===== src/rtl/video_stream_pkg.sv =====
// Shared video stream types: pattern modes, field FSM states,
// default SD timing constants and the pixel address packer.
package video_stream_pkg;

  localparam int unsigned DEF_PIX_DIV  = 8;
  localparam int unsigned DEF_H_ACTIVE = 720;
  localparam int unsigned DEF_H_TOTAL  = 864;
  localparam int unsigned DEF_V_ACTIVE = 288;
  localparam int unsigned DEF_V_TOTAL  = 312;

  localparam int unsigned COORD_W = 10;
  localparam int unsigned ADDR_W  = 2 * COORD_W;

  typedef logic [COORD_W-1:0] coord_t;
  typedef logic [ADDR_W-1:0]  addr_t;

  typedef enum logic [1:0] {
    PAT_RAMP    = 2'd0,
    PAT_BARS    = 2'd1,
    PAT_CHECKER = 2'd2,
    PAT_FLAT    = 2'd3
  } pattern_mode_e;

  typedef enum logic [1:0] {
    ST_IDLE         = 2'd0,
    ST_ACTIVE_FIELD = 2'd1,
    ST_VBLANK       = 2'd2
  } field_state_e;

  function automatic addr_t pack_addr(
    input coord_t line,
    input coord_t pixel
  );
    return {line, pixel};
  endfunction

endpackage


===== src/rtl/video_pattern_lut.sv =====
// Combinational test-pattern generator: mode, pixel, line -> data.
// Only line bit 4 matters (checker squares are 16 pixels/lines).
module video_pattern_lut
  import video_stream_pkg::*;
(
  input  pattern_mode_e mode,
  input  coord_t        pixel,
  input  coord_t        line,
  output logic [7:0]    data
);

  logic line_unused;
  assign line_unused = ^{line[9:5], line[3:0]};

  // Select the pattern value for the current coordinate
  always_comb begin
    data = 8'h00;
    unique case (mode)
      PAT_RAMP:    data = pixel[7:0];
      PAT_BARS:    data = {pixel[9:7], 5'b0};
      PAT_CHECKER: data = (pixel[4] ^ line[4]) ? 8'hFF : 8'h00;
      PAT_FLAT:    data = 8'h80;
    endcase
  end

endmodule


===== src/rtl/video_pattern_source.sv =====
// Field-based test pattern source: pixel divider, h/v counters,
// field FSM and fully registered video outputs.
module video_pattern_source
  import video_stream_pkg::*;
#(
  parameter int unsigned PIX_DIV  = DEF_PIX_DIV,
  parameter int unsigned H_ACTIVE = DEF_H_ACTIVE,
  parameter int unsigned H_TOTAL  = DEF_H_TOTAL,
  parameter int unsigned V_ACTIVE = DEF_V_ACTIVE,
  parameter int unsigned V_TOTAL  = DEF_V_TOTAL
) (
  input  logic        clk,
  input  logic        reset,
  input  logic        enable,
  input  logic [1:0]  mode,
  output logic        video_frame_valid,
  output logic        video_line_valid,
  output logic        video_data_valid,
  output logic [7:0]  video_data,
  output logic [19:0] video_address,
  output logic        field_odd,
  output logic        field_done
);

  localparam int unsigned DIV_W =
    (PIX_DIV > 1) ? $clog2(PIX_DIV) : 1;

  localparam logic [DIV_W-1:0] DIV_LAST =
    DIV_W'(PIX_DIV - 1);
  localparam coord_t H_LAST     = coord_t'(H_TOTAL - 1);
  localparam coord_t H_ACT      = coord_t'(H_ACTIVE);
  localparam coord_t V_ACT_LAST = coord_t'(V_ACTIVE - 1);
  localparam coord_t V_LAST     = coord_t'(V_TOTAL - 1);

  field_state_e     state;
  field_state_e     state_next;
  pattern_mode_e    field_mode;
  logic [DIV_W-1:0] div_cnt;
  coord_t           h_cnt;
  coord_t           v_cnt;
  logic             tick;
  logic             line_end;
  logic             field_end;
  logic             pix_active;
  logic             enter_field;
  logic [7:0]       lut_data;

  assign tick      = (state != ST_IDLE) && (div_cnt == DIV_LAST);
  assign line_end  = tick && (h_cnt == H_LAST);
  assign field_end = line_end && (v_cnt == V_LAST);

  assign pix_active =
    (state == ST_ACTIVE_FIELD) && (h_cnt < H_ACT);

  assign enter_field =
    (state_next == ST_ACTIVE_FIELD) &&
    (state != ST_ACTIVE_FIELD);

  video_pattern_lut u_lut (
    .mode  (field_mode),
    .pixel (h_cnt),
    .line  (v_cnt),
    .data  (lut_data)
  );

  // Field FSM state register
  always_ff @(posedge clk) begin
    if (reset) state <= ST_IDLE;
    else       state <= state_next;
  end

  // Next state: a started field always runs through its blanking
  always_comb begin
    state_next = state;
    unique case (state)
      ST_IDLE:
        if (enable) state_next = ST_ACTIVE_FIELD;
      ST_ACTIVE_FIELD:
        if (line_end && (v_cnt == V_ACT_LAST))
          state_next = ST_VBLANK;
      ST_VBLANK:
        if (field_end)
          state_next = enable ? ST_ACTIVE_FIELD : ST_IDLE;
      default:
        state_next = ST_IDLE;
    endcase
  end

  // Latch the pattern mode once per field, on field entry
  always_ff @(posedge clk) begin
    if (reset)
      field_mode <= PAT_RAMP;
    else if (enter_field)
      field_mode <= pattern_mode_e'(mode);
  end

  // Pixel divider and h/v raster counters, frozen at 0 in idle
  always_ff @(posedge clk) begin
    if (reset) begin
      div_cnt <= '0;
      h_cnt   <= '0;
      v_cnt   <= '0;
    end else if (state != ST_IDLE) begin
      div_cnt <= tick ? '0 : div_cnt + 1'b1;
      if (tick)
        h_cnt <= line_end ? '0 : h_cnt + 1'b1;
      if (line_end)
        v_cnt <= field_end ? '0 : v_cnt + 1'b1;
    end
  end

  // Registered outputs, one cycle behind the counter state
  always_ff @(posedge clk) begin
    if (reset) begin
      video_frame_valid <= 1'b0;
      video_line_valid  <= 1'b0;
      video_data_valid  <= 1'b0;
      video_data        <= 8'h00;
      video_address     <= '0;
      field_odd         <= 1'b0;
      field_done        <= 1'b0;
    end else begin
      video_frame_valid <= (state == ST_ACTIVE_FIELD);
      video_line_valid  <= pix_active;
      video_data_valid  <= tick && pix_active;
      field_done        <= field_end;
      field_odd         <= field_odd ^ field_end;
      if (tick && pix_active) begin
        video_data    <= lut_data;
        video_address <= pack_addr(v_cnt, h_cnt);
      end
    end
  end

endmodule


===== config.mk =====
export PLATFORM = sky130hd
export DESIGN_NAME = video_pattern_source
export DESIGN_NICKNAME = d
export VERILOG_FILES = /design/src/rtl/video_stream_pkg.sv /design/src/rtl/video_pattern_lut.sv /design/src/rtl/video_pattern_source.sv
export SDC_FILE = /design/constraint.sdc
export NUM_CORES = 1
export LEC_CHECK = 0
export BUFFER_PORTS_ARGS = -buffer_cell sky130_fd_sc_hd__buf_2
export CORE_ASPECT_RATIO = 0.8
export CORE_MARGIN = 5
export CORE_UTILIZATION = 50
export CTS_CLUSTER_SIZE = 8
export DETAILED_ROUTE_END_ITERATION = 7
export HOLD_SLACK_MARGIN = 0.1
export PLACE_DENSITY = 0.74
export SYNTH_ARGS = -nofsm -noshare
export SYNTH_HDL_FRONTEND = slang
export SYNTH_SLANG_ARGS = --single-unit

===== constraint.sdc =====
create_clock -name clk -period 1.9 [get_ports clk]
set_input_delay 0.19 -clock clk [delete_from_list [all_inputs] [get_ports clk]]
set_output_delay 0.19 -clock clk [all_outputs]
set_load 0.02 [all_outputs]

## After elaboration in Yosys (flattened, before gate mapping)

Index checks and enable logic that the tools add are counted.
W data, S select, Z words.

- Bits in registers: 60
- Bits of input ports: 5
- Output and inout bits: 33
- Word-level logic and storage cells: 51

- Add/sub/neg operators: 3
- Magnitude comparators: 1
- Equality and inequality tests: 11
- Muxes and demuxes: 10
- Bitwise operators: 2
- Reductions and logical operators: 12

Operators with widths:

| cell | count |
|---|---|
| $pmux W8 S4 | 1 |
| $add A10 B1 Y10 const B | 2 |
| $eq A10 B9 Y1 const B | 2 |
| $mux W10 | 2 |
| $eq A10 B10 Y1 const B | 1 |
| $lt A10 B10 Y1 const B | 1 |
| $mux W8 | 1 |
| $logic_and A1 B1 Y1 | 7 |
| $eq A2 B1 Y1 const B | 3 |
| $eq A2 B2 Y1 const B | 3 |
| $mux W2 | 3 |
| $pmux W2 S3 | 1 |
| $logic_not A2 Y1 | 2 |
| $reduce_and A2 Y1 | 2 |
| $add A3 B1 Y3 const B | 1 |
| $eq A3 B3 Y1 const B | 1 |
| $mux W3 | 1 |
| $ne A2 B1 Y1 const B | 1 |
| $reduce_bool A2 Y1 | 1 |
| $xor A1 B1 Y1 | 2 |
| $mux W1 | 1 |

## Longest topological paths before layout

- Depth after elaboration: 8
- Gate-level depth with buffers: 7
- Mapped depth without buffers: 6

## By module

From an unflattened synthesis, not the netlist that was laid out.

- Cell total of the unflattened synthesis: 331
- Area total of the unflattened synthesis: 2721.4 µm²

Modules (own cells, without submodules):

| module | times used | cells each | area each (µm²) | sequential area each (µm²) |
|---|---|---|---|---|
| video_pattern_source | 1 | 304 | 2572.5 | 1201.2 |
| video_pattern_lut | 1 | 27 | 148.9 | 0.0 |

## Worst setup path before layout

OpenSTA, ideal clock, no wires.

- Path type: reg-to-reg
- Start point: register div_cnt[0]
- End point: register v_cnt[9]
- Data arrival time: 1992 ps
- Setup slack: -161 ps
- Stages on the path, launching flop included: 7
- Path buffers: 0
- Period minus slack after synthesis: 2061 ps
- Cell sequence: dfxtp_1 ha_1 ha_1 o2111ai_2 or4_4 or4_4 a21oi_2

- Cells in the longest elaborated chain, start to end: 5
- Elaborated cells between the ends (all ways): 6
- Classes of those cells: eq/ne: 1; mux: 1; reduce/logical: 4

Ends and longest elaborated chain:

| item | RTL line | text |
|---|---|---|
| start, declared | video_pattern_source.sv:38 | `logic [DIV_W-1:0] div_cnt;` |
| start signal, assigned | video_pattern_source.sv:104 | `div_cnt <= tick ? '0 : div_cnt + 1'b1;` |
| $eq A3 B3 Y1 * | video_pattern_source.sv:48 | `assign tick = (state != ST_IDLE) && (div_cnt == DIV_LAST);` |
| $logic_and A1 B1 Y1 * | video_pattern_source.sv:48 |  |
| $logic_and A1 B1 Y1 * | video_pattern_source.sv:49 | `assign line_end = tick && (h_cnt == H_LAST);` |
| $logic_and A1 B1 Y1 | video_pattern_source.sv:50 | `assign field_end = line_end && (v_cnt == V_LAST);` |
| $mux W10 | video_pattern_source.sv:108 | `v_cnt <= field_end ? '0 : v_cnt + 1'b1;` |
| end signal, assigned | video_pattern_source.sv:108 |  |
| end, declared | video_pattern_source.sv:40 | `coord_t v_cnt;` |

Mark *: on every way between the ends. The rest lies on a longest branch, timed or not.
A chain may end at the register's enable or synchronous reset.

## Worst setup path after layout

Ends and elaborated chain as after synthesis.

==> results.yml <==
outcome:
  outcome: "finished, violations left"
  violations: "setup timing"
grt:
  antenna_found_initial: 0
  grt_pass1_vias: 2366
  grt_overflow_total: 0
  grt_max_degree: 28
  grt_pass1_wl_um: 11450
  grtUsageTotal: 0.1995
logic_synthesis:
  synth_cell_type_count: 46
  yosys_warnings: 0
  synth_enable_flop_cells: 0
  syn_area_sq_um: 2746
  ys.flop_type: "dfxtp_1"
  ys_seq_area_frac: 0.4374
  syn_avg_cell_area_sq_um: 8.803
  synth_seq_cells: 60
  syn_nets: 321
  async_flop_share: 0
  synthCells: 312
drt:
  wire_per_inst_um: 14.85
  vias_per_cell: 5.574
  met1_length_um: 3143
  routed.top_layer: "met4"
  wirelength_um: 6548
  drtIter0Drc: 204
  dr.pass1.iters: 4
  wl_met2_um: 2806
  ant_nets: 0
  drc: 0
  vias: 2458
  met3_length_um: 508
setup_path:
  reg2reg_slack_ps: -30
  rr_startpoint: "div_cnt[0]"
  critPathKind: "flip-flop to flip-flop"
  cp-start-kind: "flip-flop"
  critPathMaxFanout: 6
  crit_required_ps: 2180
  critPathArrivalTime_ps: 2210
  r2r_end: "v_cnt[9]"
  ff2ff_path_depth: 6
  endpoint_kind: "flip-flop"
pwr:
  power_density_nw_per_um2: 727.5
  p_leak_nw: 1.328
  peakVddDrop_mv: 0.4139
timing:
  max_freq_mhz: 516.8
  grt_setup_unrepaired: "true"
  timing.final.crit_share: 1.018
  slew_headroom: 0.7431
  hold_viol_final: 0
  skew_ps: 6.989
  setup_violations: 4
  slew_violations: 0
  setup_ws_ps: -34.94
  max_slew.worst_pin.slew_ps: 381.3
  finalCriticalPeriod_ps: 1935
cells_and_area:
  finish.utilization: 0.6431
  drive_gt1_frac: 0.3138
  n_antenna_cell: 0
  area_delta_synth_final_pct: 26.56
  fillers: 458
  fin_nets: 380
  final_area_sq_um: 3476
clocking:
  insertion_delay_ps: 340
  clockBufferDepth: 2
  hold_buffers: 0
  cts_max_level: 3
  cts_inserted_buffers: 9
  cts_tree: "built"
  clkTransAtPathRegs_ps: 60
  cts_root_buf: "clkbuf_8"
  clkSinkCount: 60
floorplanning:
  die-area_sq_um: 7084
  die_h_um: 76.29
  core_sq_um: 5405
  start_util: 0.5081
  fp.dieW_um: 92.86
  ios: 38
  num_rows: 24
placement:
  dp_hpwl_um: 4533
  gp_congestion: 0.8807
  placed_cell_area_sq_um: 3204
  portBuffers: 37
worst_hold_path:
  hold_path.startpoint: "mode[0]"
  holdPathStages: 3
  holdPathEnd: "field_mode[0]"
  hp-class: "primary input to flip-flop"
run:
  cap_violations: 0
-- metal layers --
| layer | GRT usage | up-vias |
|---|---|---|
| li1 | - | 1233 |
| met1 | 0.2792 | 1136 |
| met2 | 0.2890 | 78 |
| met3 | 0.06515 | 11 |
| met4 | 0.06442 | 0 |
| met5 | 0 | - |
-- power breakdown --
part | total [mW] | switching [mW] | internal [mW]
clock | 1.17 | 0.494 | 0.673
sequential | 1.28 | 0.00932 | 1.27
combinational | 0.0852 | 0.0562 | 0.0290
total | 2.53 | 0.559 | 1.97
-- cells in the final DEF (no fill, tap or decap), types with 2 or more instances in the layout --
master / synthesis / final
nand2_1: 61 / 61
dfxtp_1: 60 / 58
buf_2: 8 / 37
buf_4: 2 / 35
mux2i_1: 25 / 25
a21oi_1: 19 / 14
o21ai_0: 14 / 13
clkbuf_8: 0 / 11
nor2_1: 10 / 10
nor3_1: 10 / 9
or3_1: 10 / 7
a41oi_1: 7 / 7
a311oi_1: 7 / 7
nand4_1: 6 / 6
a21oi_2: 1 / 6
nand3_1: 5 / 5
or4_4: 2 / 4
inv_1: 4 / 4
and3_1: 4 / 4
xnor2_1: 4 / 4
xor2_1: 4 / 4
or3_4: 0 / 3
or2_2: 3 / 3
and4_1: 2 / 2
o21ai_2: 1 / 2
and2_1: 2 / 2
nand3b_1: 2 / 2
or3b_2: 2 / 2
ha_1: 4 / 2
ha_4: 0 / 2
clkinv_2: 0 / 2
dfxtp_2: 0 / 2
-- final cells by class --
class | count | area, sq um | area share
Clock inverter | 4 | 47.55 | 0.01368
Timing Repair Buffer | 73 | 467.9 | 0.1346
Sequential cell | 60 | 1204 | 0.3463
Multi-Input combinational cell | 223 | 1505 | 0.4330
Clock buffer | 12 | 155.1 | 0.04464
Tap cell | 65 | 81.33 | 0.02340
Inverter | 4 | 15.01 | 0.004320
-- stage by stage --
stage | hold WS (ps) | worst slack (ps) | TNS, ps | power (mW) | cells
3_3_place_gp | 440.8 | -131.5 | -479.5 | 1.388 | 422
4_1_cts | 102.3 | -54.77 | -148.7 | 2.555 | 440
3_5_place_dp | 444.4 | -158.9 | -1136 | 1.389 | 422
6_report | 113.6 | -34.94 | -113.1 | 2.529 | 441
2_1_floorplan | 332.1 | -46.44 | -329.3 | 1.360 | 312
5_1_grt | 117.8 | -121.5 | -864.7 | 2.636 | 441
-- critical path: stages, from the launching register on --
cell and delay, ps:
dfxtp_2 350, ha_4 140, ha_4 150, o2111ai_4 120, or4_4 550, or4_4 430, a21oi_2 130
-- synth_stat cells (all sizes together) (5+ instances only) --
library cell | instances | area share
nand2 | 61 | 0.083
dfxtp | 60 | 0.44
mux2i | 25 | 0.091
a21oi | 20 | 0.038
o21ai | 16 | 0.031
clkbuf | 15 | 0.020
buf | 12 | 0.026
nor2 | 10 | 0.014
nor3 | 10 | 0.018
or3 | 10 | 0.023
a311oi | 7 | 0.022
a41oi | 7 | 0.022
nand4 | 6 | 0.014
nand3 | 5 | 0.0091
-- registers in the layout (all words and copies together) (netlist names), 2 cells and up --
| register | count |
|---|---|
| div_cnt | 3 |
| video_address | 20 |
| field_mode | 2 |
| v_cnt | 10 |
| video_data | 8 |
| state | 2 |
| h_cnt | 10 |
-- timing repair --
| action | CTS | global route |
|---|---|---|
| gates cloned | 2 | 0 |
| endpoints found under the setup margin | 14 | 13 |
| resized for setup | 3 | 9 |
| setup buffers | 0 | 1 |
| pin swaps | 3 | 5 |
-- cells by family (layout without fill, tap and decap cells) --
| family | count (synthesis) | in the layout | synth area share |
|---|---|---|---|
| compound gates | 57 | 57 | 0.1371 |
| xor+xnor | 8 | 8 | 0.02551 |
| fa+ha+maj | 4 | 4 | 0.01822 |
| buf+inv | 31 | 93 | 0.05147 |
| flops | 60 | 60 | 0.4374 |
| mux | 25 | 25 | 0.09112 |
| simple gates | 127 | 129 | 0.2392 |
-- worst max-delay path by stage --
stage / cells after the start / slack (ps) / to / startpoint
3_3_place_gp: 6 / -130 / v_cnt[9] / div_cnt[1]
6_report: 6 / -30 / v_cnt[9] / div_cnt[0]
4_1_cts: 6 / -50 / v_cnt[9] / div_cnt[0]
5_1_grt: 6 / -120 / v_cnt[9] / div_cnt[0]
3_5_place_dp: 6 / -160 / v_cnt[9] / div_cnt[1]
2_1_floorplan: 7 / -50 / v_cnt[2] / div_cnt[0]
No activity file was read; power rests on OpenSTA's default activity.
